--- src/rtl/ram_port_a_arbiter_if.sv ---
`default_nettype none
// ============================================================================
// Module      : ram_port_a_arbiter_if
// Description : Bundle of the selection-requester, CPU-requester and RAM
//               port-A signals seen by ram_port_a_arbiter.
//               slave  : arbiter view (drives grants, RAM address/data/wren)
//               master : environment view (requesters and the RAM itself)
//               Optional macro ARB_CPU_STALL_CNT_EN adds cpu_stall_cnt.
// Revision    : 1.0 - initial release
// ============================================================================
interface ram_port_a_arbiter_if #(
  parameter int ADDR_W = 19
);
  // tie-break priority: 0 = selection wins, 1 = CPU wins
  logic              mode;
  // selection word writer
  logic              sel_req;
  logic [ADDR_W-1:0] sel_addr;
  logic [31:0]       sel_word;
  logic              sel_busy;
  logic              sel_done;
  // CPU byte port
  logic              cpu_req;
  logic              cpu_we;
  logic [ADDR_W-1:0] cpu_addr;
  logic [7:0]        cpu_wdata;
  logic              cpu_gnt;
  logic              cpu_rvalid;
  logic [7:0]        cpu_rdata;
  // RAM port A
  logic [ADDR_W-1:0] ram_address_a;
  logic [7:0]        ram_data_a;
  logic              ram_wren_a;
  logic [7:0]        ram_q_a;
`ifdef ARB_CPU_STALL_CNT_EN
  logic [15:0]       cpu_stall_cnt;
`endif

  modport slave (
    input  mode, sel_req, sel_addr, sel_word,
           cpu_req, cpu_we, cpu_addr, cpu_wdata, ram_q_a,
    output sel_busy, sel_done, cpu_gnt, cpu_rvalid, cpu_rdata,
           ram_address_a, ram_data_a, ram_wren_a
`ifdef ARB_CPU_STALL_CNT_EN
    , output cpu_stall_cnt
`endif
  );

  modport master (
    output mode, sel_req, sel_addr, sel_word,
           cpu_req, cpu_we, cpu_addr, cpu_wdata, ram_q_a,
    input  sel_busy, sel_done, cpu_gnt, cpu_rvalid, cpu_rdata,
           ram_address_a, ram_data_a, ram_wren_a
`ifdef ARB_CPU_STALL_CNT_EN
    , input cpu_stall_cnt
`endif
  );
endinterface
`default_nettype wire

--- src/rtl/ram_port_a_arbiter.sv ---
`default_nettype none
// ============================================================================
// Module      : ram_port_a_arbiter
// Description : Shares port A of the dual-port image RAM between the
//               selection-word writer (32-bit word -> four byte writes) and
//               the CPU byte port (single-byte reads/writes).
// Ports       : clk      - system clock, rising edge
//               reset_n  - asynchronous active-low reset, release synchronised
//               bus      - ram_port_a_arbiter_if.slave: requester handshakes,
//                          registered RAM port-A drive and read-data return
// Parameters  : ADDR_W   - RAM byte-address width
//               RD_LAT   - cycles from registered address to valid ram_q_a
// Macro       : ARB_CPU_STALL_CNT_EN - adds saturating cpu_stall_cnt[15:0]
// Revision    : 1.0 - initial release
// ============================================================================
module ram_port_a_arbiter #(
  parameter int ADDR_W = 19,
  parameter int RD_LAT = 2
) (
  input wire logic            clk,
  input wire logic            reset_n,
  ram_port_a_arbiter_if.slave bus
);

  typedef enum logic [1:0] {
    IDLE     = 2'd0,
    CPU_ACC  = 2'd1,
    SEL_WR   = 2'd2,
    SEL_DONE = 2'd3
  } state_t;

  state_t            state_q, state_d;
  logic              arm_q, arm_d;
  logic [1:0]        bc_q, bc_d;
  logic [ADDR_W-1:0] base_q, base_d;
  logic [31:0]       word_q, word_d;
  logic [ADDR_W-1:0] addr_q, addr_d;
  logic [7:0]        data_q, data_d;
  logic              wren_q, wren_d;
  logic              gnt_q, gnt_d;
  logic              busy_q, busy_d;
  logic              done_q, done_d;
  logic [RD_LAT-1:0] rd_pipe_q, rd_pipe_d;
`ifdef ARB_CPU_STALL_CNT_EN
  logic [15:0]       stall_q, stall_d;
`endif

  logic              take_sel;
  logic              take_cpu;
  logic [1:0]        bc_nxt;

  always_comb begin
    state_d   = state_q;
    arm_d     = 1'b1;
    bc_d      = bc_q;
    base_d    = base_q;
    word_d    = word_q;
    addr_d    = addr_q;
    data_d    = data_q;
    wren_d    = 1'b0;
    gnt_d     = 1'b0;
    busy_d    = busy_q;
    done_d    = 1'b0;
    take_sel  = 1'b0;
    take_cpu  = 1'b0;
    bc_nxt    = bc_q + 2'd1;
    rd_pipe_d = '0;

    case (state_q)
      IDLE: begin
        // arm_q holds arbitration off for one edge after reset release
        if (arm_q) begin
          take_sel = bus.sel_req & (~bus.cpu_req | ~bus.mode);
          take_cpu = bus.cpu_req & ~take_sel;
        end
        if (take_sel) begin
          base_d  = bus.sel_addr;
          word_d  = bus.sel_word;
          bc_d    = 2'd0;
          addr_d  = bus.sel_addr;
          data_d  = bus.sel_word[7:0];
          wren_d  = 1'b1;
          busy_d  = 1'b1;
          state_d = SEL_WR;
        end else if (take_cpu) begin
          addr_d  = bus.cpu_addr;
          data_d  = bus.cpu_wdata;
          wren_d  = bus.cpu_we;
          gnt_d   = 1'b1;
          state_d = CPU_ACC;
        end
      end
      CPU_ACC: begin
        state_d = IDLE;
      end
      SEL_WR: begin
        if (bc_q == 2'd3) begin
          done_d  = 1'b1;
          state_d = SEL_DONE;
        end else begin
          // address wraps naturally at 2^ADDR_W
          bc_d   = bc_nxt;
          addr_d = base_q + {{(ADDR_W-2){1'b0}}, bc_nxt};
          data_d = word_q[{bc_nxt, 3'b000} +: 8];
          wren_d = 1'b1;
        end
      end
      SEL_DONE: begin
        busy_d  = 1'b0;
        state_d = IDLE;
      end
      default: begin
        state_d = IDLE;
      end
    endcase

    // A read is on the RAM bus during CPU_ACC with wren low; the bit then
    // travels RD_LAT stages so rvalid lines up with ram_q_a.
    rd_pipe_d[0] = (state_q == CPU_ACC) && !wren_q;
    for (int i = 1; i < RD_LAT; i++) begin
      rd_pipe_d[i] = rd_pipe_q[i-1];
    end

`ifdef ARB_CPU_STALL_CNT_EN
    stall_d = stall_q;
    if (bus.cpu_req && !gnt_q && (stall_q != 16'hFFFF)) begin
      stall_d = stall_q + 16'd1;
    end
`endif
  end

  always_ff @(posedge clk or negedge reset_n) begin
    if (!reset_n) begin
      state_q   <= IDLE;
      arm_q     <= 1'b0;
      bc_q      <= 2'd0;
      base_q    <= '0;
      word_q    <= '0;
      addr_q    <= '0;
      data_q    <= '0;
      wren_q    <= 1'b0;
      gnt_q     <= 1'b0;
      busy_q    <= 1'b0;
      done_q    <= 1'b0;
      rd_pipe_q <= '0;
`ifdef ARB_CPU_STALL_CNT_EN
      stall_q   <= '0;
`endif
    end else begin
      state_q   <= state_d;
      arm_q     <= arm_d;
      bc_q      <= bc_d;
      base_q    <= base_d;
      word_q    <= word_d;
      addr_q    <= addr_d;
      data_q    <= data_d;
      wren_q    <= wren_d;
      gnt_q     <= gnt_d;
      busy_q    <= busy_d;
      done_q    <= done_d;
      rd_pipe_q <= rd_pipe_d;
`ifdef ARB_CPU_STALL_CNT_EN
      stall_q   <= stall_d;
`endif
    end
  end

  assign bus.ram_address_a = addr_q;
  assign bus.ram_data_a    = data_q;
  assign bus.ram_wren_a    = wren_q;
  assign bus.cpu_gnt       = gnt_q;
  assign bus.sel_busy      = busy_q;
  assign bus.sel_done      = done_q;
  assign bus.cpu_rvalid    = rd_pipe_q[RD_LAT-1];
  // RAM output is passed through only while qualified so it reads 0 otherwise
  assign bus.cpu_rdata     = rd_pipe_q[RD_LAT-1] ? bus.ram_q_a : 8'h00;
`ifdef ARB_CPU_STALL_CNT_EN
  assign bus.cpu_stall_cnt = stall_q;
`endif

endmodule
`default_nettype wire

--- src/flat_wrapper.sv ---
// flat-port wrapper written by rule: the top's interface ports become plain ports
module ram_port_a_arbiter_flat 
#(
  parameter int ADDR_W = 19,
  parameter int RD_LAT = 2
)
  (clk, reset_n, bus_mode, bus_sel_req, bus_sel_addr, bus_sel_word, bus_cpu_req, bus_cpu_we, bus_cpu_addr, bus_cpu_wdata, bus_ram_q_a, bus_sel_busy, bus_sel_done, bus_cpu_gnt, bus_cpu_rvalid, bus_cpu_rdata, bus_ram_address_a, bus_ram_data_a, bus_ram_wren_a);
  ram_port_a_arbiter_if #(.ADDR_W(ADDR_W)) bus_i ();
  input wire logic clk;
  input wire logic reset_n;
  input wire logic [$bits(bus_i.mode)-1:0] bus_mode;
  input wire logic [$bits(bus_i.sel_req)-1:0] bus_sel_req;
  input wire logic [$bits(bus_i.sel_addr)-1:0] bus_sel_addr;
  input wire logic [$bits(bus_i.sel_word)-1:0] bus_sel_word;
  input wire logic [$bits(bus_i.cpu_req)-1:0] bus_cpu_req;
  input wire logic [$bits(bus_i.cpu_we)-1:0] bus_cpu_we;
  input wire logic [$bits(bus_i.cpu_addr)-1:0] bus_cpu_addr;
  input wire logic [$bits(bus_i.cpu_wdata)-1:0] bus_cpu_wdata;
  input wire logic [$bits(bus_i.ram_q_a)-1:0] bus_ram_q_a;
  output wire logic [$bits(bus_i.sel_busy)-1:0] bus_sel_busy;
  output wire logic [$bits(bus_i.sel_done)-1:0] bus_sel_done;
  output wire logic [$bits(bus_i.cpu_gnt)-1:0] bus_cpu_gnt;
  output wire logic [$bits(bus_i.cpu_rvalid)-1:0] bus_cpu_rvalid;
  output wire logic [$bits(bus_i.cpu_rdata)-1:0] bus_cpu_rdata;
  output wire logic [$bits(bus_i.ram_address_a)-1:0] bus_ram_address_a;
  output wire logic [$bits(bus_i.ram_data_a)-1:0] bus_ram_data_a;
  output wire logic [$bits(bus_i.ram_wren_a)-1:0] bus_ram_wren_a;
  assign bus_i.mode = bus_mode;
  assign bus_i.sel_req = bus_sel_req;
  assign bus_i.sel_addr = bus_sel_addr;
  assign bus_i.sel_word = bus_sel_word;
  assign bus_i.cpu_req = bus_cpu_req;
  assign bus_i.cpu_we = bus_cpu_we;
  assign bus_i.cpu_addr = bus_cpu_addr;
  assign bus_i.cpu_wdata = bus_cpu_wdata;
  assign bus_i.ram_q_a = bus_ram_q_a;
  assign bus_sel_busy = bus_i.sel_busy;
  assign bus_sel_done = bus_i.sel_done;
  assign bus_cpu_gnt = bus_i.cpu_gnt;
  assign bus_cpu_rvalid = bus_i.cpu_rvalid;
  assign bus_cpu_rdata = bus_i.cpu_rdata;
  assign bus_ram_address_a = bus_i.ram_address_a;
  assign bus_ram_data_a = bus_i.ram_data_a;
  assign bus_ram_wren_a = bus_i.ram_wren_a;
  ram_port_a_arbiter #(.ADDR_W(ADDR_W), .RD_LAT(RD_LAT)) u_core (.clk(clk), .reset_n(reset_n), .bus(bus_i));
endmodule
--- config.mk ---
export PLATFORM = sky130hd
export DESIGN_NAME = ram_port_a_arbiter_flat
export DESIGN_NICKNAME = d
export VERILOG_FILES = /design/src/rtl/ram_port_a_arbiter_if.sv /design/src/rtl/ram_port_a_arbiter.sv /design/src/flat_wrapper.sv
export SDC_FILE = /design/constraint.sdc
export NUM_CORES = 1
export LEC_CHECK = 0
export CORE_ASPECT_RATIO = 0.7
export CORE_MARGIN = 3
export CORE_UTILIZATION = 43
export DETAILED_ROUTE_END_ITERATION = 8
export PLACE_DENSITY = 0.77
export SLEW_MARGIN = 15
export SYNTH_ARGS = -nofsm -noshare
export SYNTH_HDL_FRONTEND = slang
export SYNTH_SLANG_ARGS = --single-unit
--- constraint.sdc ---
create_clock -name clk -period 3 [get_ports clk]
set_clock_uncertainty 0.2 [all_clocks]
set_input_delay 0.3 -clock clk [delete_from_list [all_inputs] [get_ports clk]]
set_output_delay 0.3 -clock clk [all_outputs]
set_load 0.01 [all_outputs]
Word level (Yosys, flattened, before mapping)
Index checks and enable logic that the tools add are counted.
- ROM bits: 0
- output and inout bits: 40
- bits of input ports: 92
- memories kept: 0
- bits in latches: 0
- bits in registers: 89
- word-level logic and storage cells: 71
- memory bits (writable): 0
- divide/modulo/power cells: 0
- shift-type cells: 1
- multiplexer cells: 31
- magnitude comparators: 0
- multipliers: 0
- bitwise gates (word level): 6
- eq/ne operators: 8
- add/subtract/negate cells: 2
- reductions and logical operators: 11
- operators by type and width (kind ; count):
    $mux W19 ; 3
    $pmux W19 S2 ; 1
    $mux W8 ; 4
    $shiftx A32 B6 Y8 ; 1
    $add A19 B2 Y19 ; 1
    $pmux W8 S2 ; 1
    $mux W1 ; 13
    $mux W2 ; 5
    $eq A2 B2 Y1 const B ; 3
    $pmux W2 S3 ; 1
    $reduce_and A2 Y1 ; 3
    $reduce_and A3 Y1 ; 2
    $ne A2 B2 Y1 const B ; 2
    $pmux W1 S2 ; 2
    $pmux W2 S2 ; 1
    $reduce_bool A2 Y1 ; 2
    $ne A3 B3 Y1 const B ; 1
    $not A1 Y1 ; 3
    $add A2 B1 Y2 const B ; 1
    $and A1 B1 Y1 ; 2
    $eq A2 B1 Y1 const B ; 1
    $logic_not A2 Y1 ; 1
    $ne A2 B1 Y1 const B ; 1
    $reduce_or A2 Y1 ; 1
    other kinds (3) ; 3

Depth between registers and ports, before layout
- depth in word-level cells: 10
- gate-level depth with buffers: 10
- mapped depth without buffers: 9

Least setup slack after synthesis
Ideal clock, no wire load.
- path type: flip-flop to flip-flop
- from: reg u_core.bc_q[0]
- to: reg u_core.addr_q[18], in the netlist u_core.bus.ram_address_a[18]
- arrival: 2.554 ns
- buffers on the path: 1
- setup slack: 0.183 ns
- clock period less this slack: 2.817 ns
- required time: 2.736 ns
- cell stages (with the launch flop): 10
- cell sequence: dfrtp_1 > ha_1 > clkbuf_1 > inv_1 > fa_1 > and2b_4 > nand3_4 > or4_1 > a21oi_1 > o32a_2
- longest elaborated chain between the ends: 4
- ends and longest elaborated chain (what ; RTL line ; text):
    start: declaration ; ram_port_a_arbiter.sv:34 ; logic [1:0] bc_q, bc_d;
    start signal: assignment ; ram_port_a_arbiter.sv:136 ; bc_q <= 2'd0;
    start signal: assignment ; ram_port_a_arbiter.sv:152 ; bc_q <= bc_d;
    $add A2 B1 Y2 ; ram_port_a_arbiter.sv:66 ; bc_nxt = bc_q + 2'd1;
    $add A19 B2 Y19 ; ram_port_a_arbiter.sv:103 ; addr_d = base_q + {{(ADDR_W-2){1'b0}}, bc_nxt};
    $mux W19 ; ram_port_a_arbiter.sv:97 ; if (bc_q == 2'd3) begin
    $pmux W19 S2 ; ram_port_a_arbiter.sv:69 ; case (state_q)
    end signal: assignment ; ram_port_a_arbiter.sv:155 ; addr_q <= addr_d;
    end: declaration ; ram_port_a_arbiter.sv:37 ; logic [ADDR_W-1:0] addr_q, addr_d;
Several ways; a longest one is shown, not always the timed one. The select of a mux whose other input is x is not followed.
A chain may end at the register's enable or synchronous reset.

Worst setup path in the final report
Ends and elaborated chain as after synthesis.

==> qor.log <==
qor: die.floorplan.initialDensity 45.5%
qor: die.row_cnt 30
qor: place.preCtsSetupSlack 0.372 ns
qor: clocking.post_cts_buffers 0
qor: route.wire_length_reported_by_the_detailed_router 12400 µm
qor: synthesis.synth_top_area_share 49.3%
qor: synthesis.synthArstFlopShare 100%
qor: setup_path.required_time_of_the_critical_path 3.08 ns
qor: hold_path.min_path_type reg -> reg
qor: timing.timing.setup.tns 0 ns
qor: route.drt_iter0_drc 362
qor: layout.layout.nets 678
qor: job.maxCapViolCount 0
qor: synthesis.synthDominantAreaCellType sky130_fd_sc_hd__dfrtp_1
qor: power_and_ir_drop.clock_group_share_of_total_power 19.8%
qor: timing.worst_pin_slew 0.671 ns
qor: timing.final-max-slew-violation-count 0
qor: setup_path.critPathLaunch u_core.bc_q[0]
qor: place.place.gp.congestion 0.866
qor: synthesis.ys_dominant_reg_cell sky130_fd_sc_hd__dfrtp_1
qor: setup_path.slack_of_the_worst_reg_to_reg_path 0.33 ns
qor: timing.max_clock_freq 375 MHz
qor: layout.area_delta_synth_final 39.5%
qor: die.core 9950 µm²
qor: timing.grt_setup_unrepaired no
qor: clocking.ctsResizeCount 0
qor: power_and_ir_drop.internal_pwr_total 3.97 mW
qor: clocking.cts_max_level 3
qor: clocking.clock_tree.root_cell sky130_fd_sc_hd__clkbuf_16
qor: timing.period_needed 2.67 ns
qor: die.i_o_pin_total 132
qor: setup_path.critical_path.n_buffers_inverters 1
qor: clocking.max-clock-path-buffers 2
qor: setup_path.r2r_end u_core.bus.ram_address_a[18]
qor: global_routing.initial_antenna_violation_count 0
qor: layout.multi_input_area 2120 µm²
qor: layout.stdcell_count 714
qor: power_and_ir_drop.power_per_cell_area 968 nW/µm²
qor: setup_path.worstSetupStartpointType flop
qor: clocking.clk_pin_slew 0.06 ns
qor: route.via_per_inst 5.46
qor: setup_path.rr_startpoint u_core.bc_q[0]
qor: place.place.port_buffers 131
qor: clocking.insertion_delay 0.34 ns
qor: synthesis.synth-seq-cells 89
qor: timing.worst_hold_slack 0.150 ns
qor: power_and_ir_drop.power.combinational.fraction 43.2%
qor: setup_path.crit_chain ha_1 > inv_1 > fa_1 > and2b_4 > nand3_4 > or4_1 > a21oi_1 > o32a_2
qor: clocking.tritoncts_num_sinks 89
qor: timing.final_critical_path_setup_slack 0.332 ns
qor: timing.report.final.hold_viol_count 0
qor: setup_path.r2r_cells 8
qor: die.die_h 91.8 µm
qor: timing.timing.final.crit_share 88.9%
qor: layout.fillers 789
qor: power_and_ir_drop.share_seq_of_total_power 37.1%
qor: setup_path.timing.critical_path.max_delay_family simple AND/OR/NAND/NOR gates
qor: setup_path.crit_slowest_cell sky130_fd_sc_hd__fa_1
qor: synthesis.synth.area.top_cells sky130_fd_sc_hd__dfrtp_1 49%, sky130_fd_sc_hd__nand2_1 11%, sky130_fd_sc_hd__mux2_2 7.0%, sky130_fd_sc_hd__mux4_2 4.0%, sky130_fd_sc_hd__a311oi_1 1.9%
qor: setup_path.critPathMaxStageDelay 0.43 ns
qor: setup_path.critical_path_at 2.75 ns
qor: power_and_ir_drop.leakage 2.77 nW
qor: layout.seq_area 2230 µm²
qor: setup_path.worstSetupPathDepth 8
qor: setup_path.critPathMaxFanout 7
qor: synthesis.synth.avg_cell_area 9.92 µm²
qor: timing.max_slew_margin 55.2%
qor: clocking.cts_made_buffers 9
qor: synthesis.synth-seq-area-share 49.3%
qor: synthesis.count_of_warnings_emitted_by_yosys 0
qor: setup_path.crit_type reg -> reg
qor: die.design.die.area 11800 µm²
qor: layout.post_layout_instance_area 6310 µm²
qor: place.detailed_place.area 5980 µm²
qor: synthesis.synth-edff-count 0
qor: route.wire_per_inst 17.3 µm
qor: power_and_ir_drop.worst_ir_drop_vdd 504 µV
qor: synthesis.syn_inst 456
qor: place.hpwlAfterDp 9070 µm
qor: die.die_w 129 µm
qor: global_routing.grt_first_pass_wirelength 20100 µm
qor: route.vias 3896
qor: setup_path.critPathCaptureType flop
qor: run_status.run_status finished clean
qor: timing.finalSetupViolCount 0
qor: global_routing.global_route.overflow_total 0
qor: layout.layout.cells.most_common sky130_fd_sc_hd__nand2_1
qor: route.post-route-drc-count 0
qor: power_and_ir_drop.netSwitchingPower 2.14 mW
qor: global_routing.grt_pass1_vias 3948
qor: setup_path.worst_setup_path_endpoint u_core.bus.ram_address_a[18]
qor: synthesis.synthesis.nets 552
qor: synthesis.mappedNetlistArea 4520 µm²
qor: global_routing.globalRouteTotalUtil 21.6%
qor: power_and_ir_drop.netSwitchingFraction 35.1%
qor: route.ant_nets 0
qor: layout.final_antenna_diode_count 0
qor: layout.layout_common_cells 135 x sky130_fd_sc_hd__nand2_1, 130 x sky130_fd_sc_hd__clkdlybuf4s50_1, 89 x sky130_fd_sc_hd__dfrtp_1
qor: route.detailedRoute.firstPassIterationCount 5
qor: global_routing.grt_max_degree 47
qor: clocking.holdBufCountCts 1
qor: place.numPlacedInstances 698
qor: synthesis.yosysUniqueCellTypes 46
qor: clocking.cts_tree built
qor: layout.drive_gt1_share 13.1%
==> logic make-up after synthesis <==
group                    after synthesis  share of synthesized area (%)
multiplexers                          39                           11.6
buffers and inverters                 39                           4.01
adder cells (fa/ha/maj)                4                           1.27
AO/OA/AOI/OAI                         66                           11.0
XOR/XNOR                              12                           2.32
AND/OR/NAND/NOR                      206                           20.5
flip-flops                            89                           49.3
other                                  1                         0.0829
==> cells in the mapped netlist (7+ instances only) <==
| cell | instances |
|---|---|
| sky130_fd_sc_hd__nand2_1 | 135 |
| sky130_fd_sc_hd__mux4_2 | 8 |
| sky130_fd_sc_hd__o21ai_0 | 8 |
| sky130_fd_sc_hd__nand3_1 | 8 |
| sky130_fd_sc_hd__inv_1 | 8 |
| sky130_fd_sc_hd__nand4_1 | 7 |
| sky130_fd_sc_hd__xor2_1 | 7 |
| sky130_fd_sc_hd__a31oi_1 | 12 |
| sky130_fd_sc_hd__nor2_1 | 21 |
| sky130_fd_sc_hd__buf_2 | 14 |
| sky130_fd_sc_hd__a21o_1 | 11 |
| sky130_fd_sc_hd__dfrtp_1 | 89 |
| sky130_fd_sc_hd__and2_1 | 10 |
| sky130_fd_sc_hd__clkbuf_1 | 14 |
| sky130_fd_sc_hd__mux2_2 | 28 |
| sky130_fd_sc_hd__a311oi_1 | 10 |
==> per-layer routing <==
layer / global-route usage, % / part of all wire, % / vias up
met2: 32.7 / 45 / 162
met3: 5.41 / 8.6 / 16
met4: 4.81 / 1.1 / 0
met5: 0 / 0 / -
li1: - / - / 1831
met1: 31.5 / 45 / 1887
==> power groups by stage <==
stage                     Combinational [mW]  Sequential, mW  Clock (mW)
after floorplan                         1.61            2.19           0
after global placement                  2.57            2.23           0
after detailed placement                2.63            2.27           0
after CTS                               2.65            2.25        1.22
after global routing                    2.91            2.33        1.26
final                                   2.64            2.26        1.21
==> worst reg2reg max path: stages (launching register included) <==
cell and delay, ns:
sky130_fd_sc_hd__dfrtp_1 0.40, sky130_fd_sc_hd__ha_1 0.31, sky130_fd_sc_hd__inv_1 0.07, sky130_fd_sc_hd__fa_1 0.43
sky130_fd_sc_hd__and2b_4 0.34, sky130_fd_sc_hd__nand3_4 0.10, sky130_fd_sc_hd__or4_1 0.43, sky130_fd_sc_hd__a21oi_1 0.18
sky130_fd_sc_hd__o32a_2 0.16
==> state kept, by name, summed over array words and instances (netlist names), 2 cells and up <==
register / cells
u_core.base_q: 19
u_core.bus.ram_data_a: 8
u_core.bc_q: 2
u_core.word_q: 32
u_core.state_q: 2
u_core.bus.ram_address_a: 19
u_core.rd_pipe_q: 2
==> worst min path at each step <==
stage,to,from,cells past startpoint
finish,u_core.rd_pipe_q[1],u_core.rd_pipe_q[0],0
global route,u_core.rd_pipe_q[1],u_core.rd_pipe_q[0],0
CTS,u_core.rd_pipe_q[1],u_core.rd_pipe_q[0],0
detailed placement,u_core.base_q[17],reset_n,1
global placement,u_core.base_q[17],reset_n,1
floorplan,u_core.arm_q,reset_n,0
==> metrics by stage <==
| stage | util, % | power, mW |
|---|---|---|
| after CTS | 63.4 | 6.13 |
| after global routing | 63.4 | 6.50 |
| final | 63.4 | 6.11 |
| after global placement | 60.1 | 4.80 |
| after floorplan | - | 3.80 |
| after detailed placement | 60.1 | 4.90 |
==> final cells by class <==
type | instances | area share [%]
Inverter | 8 | 0.476
Clock inverter | 4 | 1.23
Tap cell | 128 | 2.54
Clock buffer | 11 | 3.85
Sequential cell | 89 | 35.3
Multi-Input combinational cell | 328 | 33.6
Timing Repair Buffer | 146 | 23.0
No activity file was read; power rests on OpenSTA's default activity.
